## src/rtl/nand_loader.sv

```systemverilog
// Host-side load/run/dump controller for nand_cpu: byte-stream commands in,
// byte writes to I_MEM/D_MEM, CPU reset control and a D_MEM dump stream out.
module nand_loader #(
  parameter int IMEM_AW = 8,
  parameter int DMEM_AW = 8
) (
  input  logic               clk,
  input  logic               n_rst,
  input  logic               in_valid,
  output logic               in_ready,
  input  logic [7:0]         in_data,
  output logic               out_valid,
  input  logic               out_ready,
  output logic [7:0]         out_data,
  output logic               imem_we,
  output logic [IMEM_AW-1:0] imem_addr,
  output logic               dmem_we,
  output logic [DMEM_AW-1:0] dmem_addr,
  output logic [7:0]         mem_wdata,
  input  logic [7:0]         dmem_rdata,
  output logic               cpu_n_rst,
  input  logic               cpu_halt,
  output logic               busy,
  output logic               err
);

  localparam logic [7:0] CMD_LOAD_I = 8'h01;
  localparam logic [7:0] CMD_LOAD_D = 8'h02;
  localparam logic [7:0] CMD_RUN    = 8'h03;
  localparam logic [7:0] CMD_DUMP_D = 8'h04;

  typedef enum logic [2:0] {
    S_IDLE,
    S_HDR,
    S_DATA,
    S_RUN,
    S_DRD,
    S_DOUT
  } state_t;

  state_t      state;
  state_t      state_next;
  logic [7:0]  cmd;
  logic [1:0]  hdr_cnt;
  logic [15:0] addr;
  logic [15:0] len;
  logic [15:0] addr_inc;
  logic [15:0] len_hdr;
  logic        accept;
  logic        is_load;

  // in_ready is gated by n_rst so it reads 0 for the whole reset window
  assign in_ready  = n_rst && (state == S_IDLE || state == S_HDR || state == S_DATA);
  assign out_valid = (state == S_DOUT);
  assign busy      = (state != S_IDLE);
  assign accept    = in_valid && in_ready;
  assign addr_inc  = addr + 16'd1;
  assign len_hdr   = {in_data, len[7:0]};
  assign is_load   = (in_data == CMD_LOAD_I) || (in_data == CMD_LOAD_D);

  always_ff @(posedge clk) begin
    if (!n_rst) begin
      state <= S_IDLE;
    end else begin
      state <= state_next;
    end
  end

  always_comb begin
    state_next = state;
    case (state)
      S_IDLE: begin
        if (accept) begin
          if (is_load || in_data == CMD_DUMP_D) begin
            state_next = S_HDR;
          end else if (in_data == CMD_RUN) begin
            state_next = S_RUN;
          end
        end
      end
      S_HDR: begin
        if (accept && hdr_cnt == 2'd3) begin
          if (len_hdr == 16'd0) begin
            state_next = S_IDLE;
          end else if (cmd == CMD_DUMP_D) begin
            state_next = S_DRD;
          end else begin
            state_next = S_DATA;
          end
        end
      end
      S_DATA: begin
        if (accept && len == 16'd1) begin
          state_next = S_IDLE;
        end
      end
      S_RUN: begin
        if (cpu_halt) begin
          state_next = S_IDLE;
        end
      end
      S_DRD: begin
        state_next = S_DOUT;
      end
      S_DOUT: begin
        if (out_ready) begin
          state_next = (len == 16'd1) ? S_IDLE : S_DRD;
        end
      end
      default: begin
        state_next = S_IDLE;
      end
    endcase
  end

  // Write strobes are single-cycle pulses registered one cycle after the byte is taken
  always_ff @(posedge clk) begin
    if (!n_rst) begin
      cmd       <= 8'h00;
      hdr_cnt   <= 2'd0;
      addr      <= 16'h0000;
      len       <= 16'h0000;
      imem_we   <= 1'b0;
      imem_addr <= '0;
      dmem_we   <= 1'b0;
      dmem_addr <= '0;
      mem_wdata <= 8'h00;
      out_data  <= 8'h00;
      cpu_n_rst <= 1'b0;
      err       <= 1'b0;
    end else begin
      imem_we <= 1'b0;
      dmem_we <= 1'b0;
      case (state)
        S_IDLE: begin
          if (accept) begin
            cmd     <= in_data;
            hdr_cnt <= 2'd0;
            if (is_load) begin
              cpu_n_rst <= 1'b0;
            end else if (in_data == CMD_RUN) begin
              cpu_n_rst <= 1'b1;
            end else if (in_data != CMD_DUMP_D) begin
              err <= 1'b1;
            end
          end
        end
        S_HDR: begin
          if (accept) begin
            hdr_cnt <= hdr_cnt + 2'd1;
            case (hdr_cnt)
              2'd0:    addr[7:0]  <= in_data;
              2'd1:    addr[15:8] <= in_data;
              2'd2:    len[7:0]   <= in_data;
              default: len[15:8]  <= in_data;
            endcase
            // The address is complete by the last header byte, so a dump can start reading
            if (hdr_cnt == 2'd3) begin
              dmem_addr <= addr[DMEM_AW-1:0];
            end
          end
        end
        S_DATA: begin
          if (accept) begin
            mem_wdata <= in_data;
            if (cmd == CMD_LOAD_I) begin
              imem_we   <= 1'b1;
              imem_addr <= addr[IMEM_AW-1:0];
            end else begin
              dmem_we   <= 1'b1;
              dmem_addr <= addr[DMEM_AW-1:0];
            end
            addr <= addr_inc;
            len  <= len - 16'd1;
          end
        end
        S_DRD: begin
          out_data <= dmem_rdata;
        end
        S_DOUT: begin
          if (out_ready) begin
            addr      <= addr_inc;
            len       <= len - 16'd1;
            dmem_addr <= addr_inc[DMEM_AW-1:0];
          end
        end
        default: begin
        end
      endcase
    end
  end

endmodule

```

## config.mk

```make
export PLATFORM = sky130hd
export DESIGN_NAME = nand_loader
export DESIGN_NICKNAME = d
export VERILOG_FILES = /design/src/rtl/nand_loader.sv
export SDC_FILE = /design/constraint.sdc
export NUM_CORES = 1
export LEC_CHECK = 0
export CORE_UTILIZATION = 30
export CTS_CLUSTER_DIAMETER = 30
export CTS_CLUSTER_SIZE = 30
export DETAILED_ROUTE_END_ITERATION = 7
export GPL_TIMING_DRIVEN = 0
export PLACE_DENSITY_LB_ADDON = 0.15
export SYNTH_ARGS = -nofsm -noshare
export SYNTH_HDL_FRONTEND = slang
export SYNTH_SLANG_ARGS = --single-unit
export TNS_END_PERCENT = 20
```

## constraint.sdc

```tcl
create_clock -name clk -period 4.55 [get_ports clk]
set_input_delay 0.91 -clock clk [delete_from_list [all_inputs] [get_ports clk]]
set_output_delay 0.91 -clock clk [all_outputs]
set_load 0.02 [all_outputs]
```

==> results.md <==
* Status: complete, no violations
* LEAKAGE at 1.64 nW
* I/O pin cnt at 60
* Avg Vias per Cell at 5.28
* Iteration-0 DRC Markers at 188
* Total negative slack at 0 ns
* WL per Instance at 17.2 um
* Fin crit share at 0.738
* Pwr Total at 1.46 mW
* Worst Reg-to-Reg Cells at 8
* Endpoints failing setup at 0
* Number of I/O port buffers at 55
* Worst IR drop on VDD at 0.147 mV
* Vias at 3455
* Core Rows at 40
* CTS tree: yes
* Placeable core area at 12000 sq um
* HP Class: reg2reg
* Synth Cell Area at 3690 sq um
* Vias in the first global route at 3279
* RSZ-0062 raised after global routing: no
* Syn_nets at 464
* Routability cong. at 0.820
* # diodes at 0
* Min-Delay Path Depth at 2
* CP required at 3.64 ns
* # nets final at 530
* FF+latch count, synth at 73
* Crit Reg-Reg Startpoint: state[1]$_SDFFE_PN0P_
* Commonest non-fill, non-tap cell in the layout: dfxtp_1
* Antenna violations before repair at 0
* Slew headroom at 0.479
* Synthesized instance count at 436
* Largest net degree at the start of global routing at 13
* YS warnings at 0
* F_max at 0.298 GHz
* First-pass GRT wire length at 18.1 mm
* CTS H-tree lvls at 3
* Library cells used by synthesis at 61
* Critical path startpoint: n_rst
* Sequential fraction of the synthesis area at 0.396
* Worst setup skew after layout at 0.0109 ns
* Hold_sp: hdr_cnt[0]$_SDFFE_PN0P_
* Post-CTS Hold Buffers at 0
* Total grt overflow at 0
* Final Hold Fails at 0
* Reg2reg end: len[3]$_SDFFE_PN0P_
* CTS root buf: clkbuf_16
* CP max FO at 10
* Clk buf depth at 2
* Final Critical Period at 3.36 ns
* Final Slew Violations at 0
* Sink Count at 73
* Starting density of the core at 0.307
* Die W at 113 um
* Gr usage total at 0.186
* CTS Buf Count at 9
* DRC errors left at 0
* Clock-pin slew on the worst setup and hold paths at 0.06 ns
* Drt total wl at 11.2 mm
* Number of flops mapped to enable cells by yosys at 0
* Prevailing post-synth register cell: dfxtp_1
* Worst-Skew Late Latency at 0.35 ns
* Area delta synth->final at 27.7%
* Die area at 12800 sq um
* Post-CTS Setup Repair Bufs at 0
* Worst reg2reg setup slack at 2.27 ns
* Most frequent cells in the layout: dfxtp_1, nor2_1, clkdlybuf4s50_1
* Hold Path End: hdr_cnt[0]$_SDFFE_PN0P_
* Startpoint Class: primary input
* Avg Inst Size Synth at 8.47 sq um
* Routed Antenna Nets at 0
* Pwr/cell area at 309 nW/um^2
* Arrival @ worst endpoint at 2.45 ns
* Layout cells sized above 1 at 0.0789
* Die Ht at 113 um
* Drt pass-1 iters at 4
* Least-Margin Pin Slew at 0.774 ns
* # resized after CTS at 0
* MaxCap Viol Count at 0
* Crit. End Element: primary output
* DP Wirelength at 8.03 mm
* Async SR Flop Fraction at 0
* Crit Path Class: in2out
==> how the worst max path moves through the flow <==
stage,end,cells after the start
finish,in_ready,4
global route,in_ready,4
CTS,in_ready,4
detailed placement,in_ready,4
floorplan,in_ready,3
global placement,in_ready,4
==> critical path: stages <==
cell,delay (ns)
buf_2,0.19
clkbuf_1,0.50
and2_1,0.23
clkdlybuf4s50_1,0.61
==> synthesized netlist by cell type (2+ instances only) <==
master / instances / area (sq um)
a211oi_1: 6 / 45.0
a21boi_0: 4 / 30.0
a21oi_1: 30 / 150
a311oi_1: 3 / 26.3
a31oi_1: 5 / 31.3
and2_1: 8 / 50.1
and3_1: 7 / 43.8
buf_2: 11 / 55.1
clkbuf_1: 17 / 63.8
dfxtp_1: 73 / 1460
ha_1: 7 / 87.6
inv_1: 8 / 30.0
mux2i_1: 35 / 350
nand2_1: 23 / 86.3
nand2b_1: 3 / 18.8
nand3_1: 12 / 60.1
nand3b_1: 3 / 22.5
nand4_1: 2 / 12.5
nand4b_1: 3 / 26.3
nor2_1: 63 / 236
nor3_1: 13 / 65.1
nor3b_1: 3 / 22.5
nor4_1: 4 / 25.0
o211ai_1: 2 / 15.0
o21a_1: 10 / 75.1
o21ai_0: 36 / 180
o31ai_1: 3 / 22.5
o41ai_1: 2 / 17.5
or3_1: 2 / 12.5
xnor2_1: 4 / 35.0
xor2_1: 4 / 35.0
==> routing by layer <==
layer | up-vias | track usage | wire length (um)
met5 | - | 0 | 0
met4 | 0 | 0.0851 | 259
met3 | 21 | 0.0402 | 631
met2 | 105 | 0.288 | 5030
met1 | 1630 | 0.249 | 5320
li1 | 1699 | - | -
==> per-stage QoR <==
stage                     hold slack (ns)   util  instance area (sq um)  worst slack, ns  cells
after global placement              0.460  0.369                   4430             1.15    638
after floorplan                     0.454      -                   3690             2.08    436
final                               0.476  0.393                   4720             1.19    654
after global routing                0.507  0.393                   4720             1.09    654
after CTS                           0.480  0.393                   4720             1.17    654
after detailed placement            0.473  0.369                   4430             1.19    638
==> state kept, by name, indices dropped and copies added, names as in the netlist <==
signal	count
cmd	8
len	16
cpu_n_rst	1
imem_addr	8
dmem_we	1
hdr_cnt	2
state	3
imem_we	1
dmem_addr	8
out_data	8
err	1
addr	8
mem_wdata	8
==> logic make-up (layout without fill, tap and decap cells) <==
group,after synthesis,count (layout),share of synthesized area
buffers and inverters,38,109,0.0424
XOR/XNOR,8,8,0.0190
multiplexers,35,35,0.0949
AO/OA/AOI/OAI,112,112,0.193
flip-flops,73,73,0.396
AND/OR/NAND/NOR,163,163,0.231
adder cells (fa/ha/maj),7,7,0.0237
==> cell type report <==
| type | instances | area (sq um) |
|---|---|---|
| inverters | 10 | 37.5 |
| flip-flops and latches | 73 | 1460 |
| well taps | 147 | 184 |
| multi-input cells | 325 | 2070 |
| clock inverters | 5 | 56.3 |
| plain buffers | 28 | 119 |
| clock buffers | 11 | 233 |
| repair buffers | 55 | 551 |
| fillers | 1273 | 7300 |
==> power breakdown <==
part | internal (mW) | total, mW | switching, mW
Combinational | 0.0394 | 0.100 | 0.0609
Sequential | 0.646 | 0.651 | 0.00457
Clock | 0.424 | 0.706 | 0.282
Total | 1.11 | 1.46 | 0.348
Power figures use the tool's default switching activity.
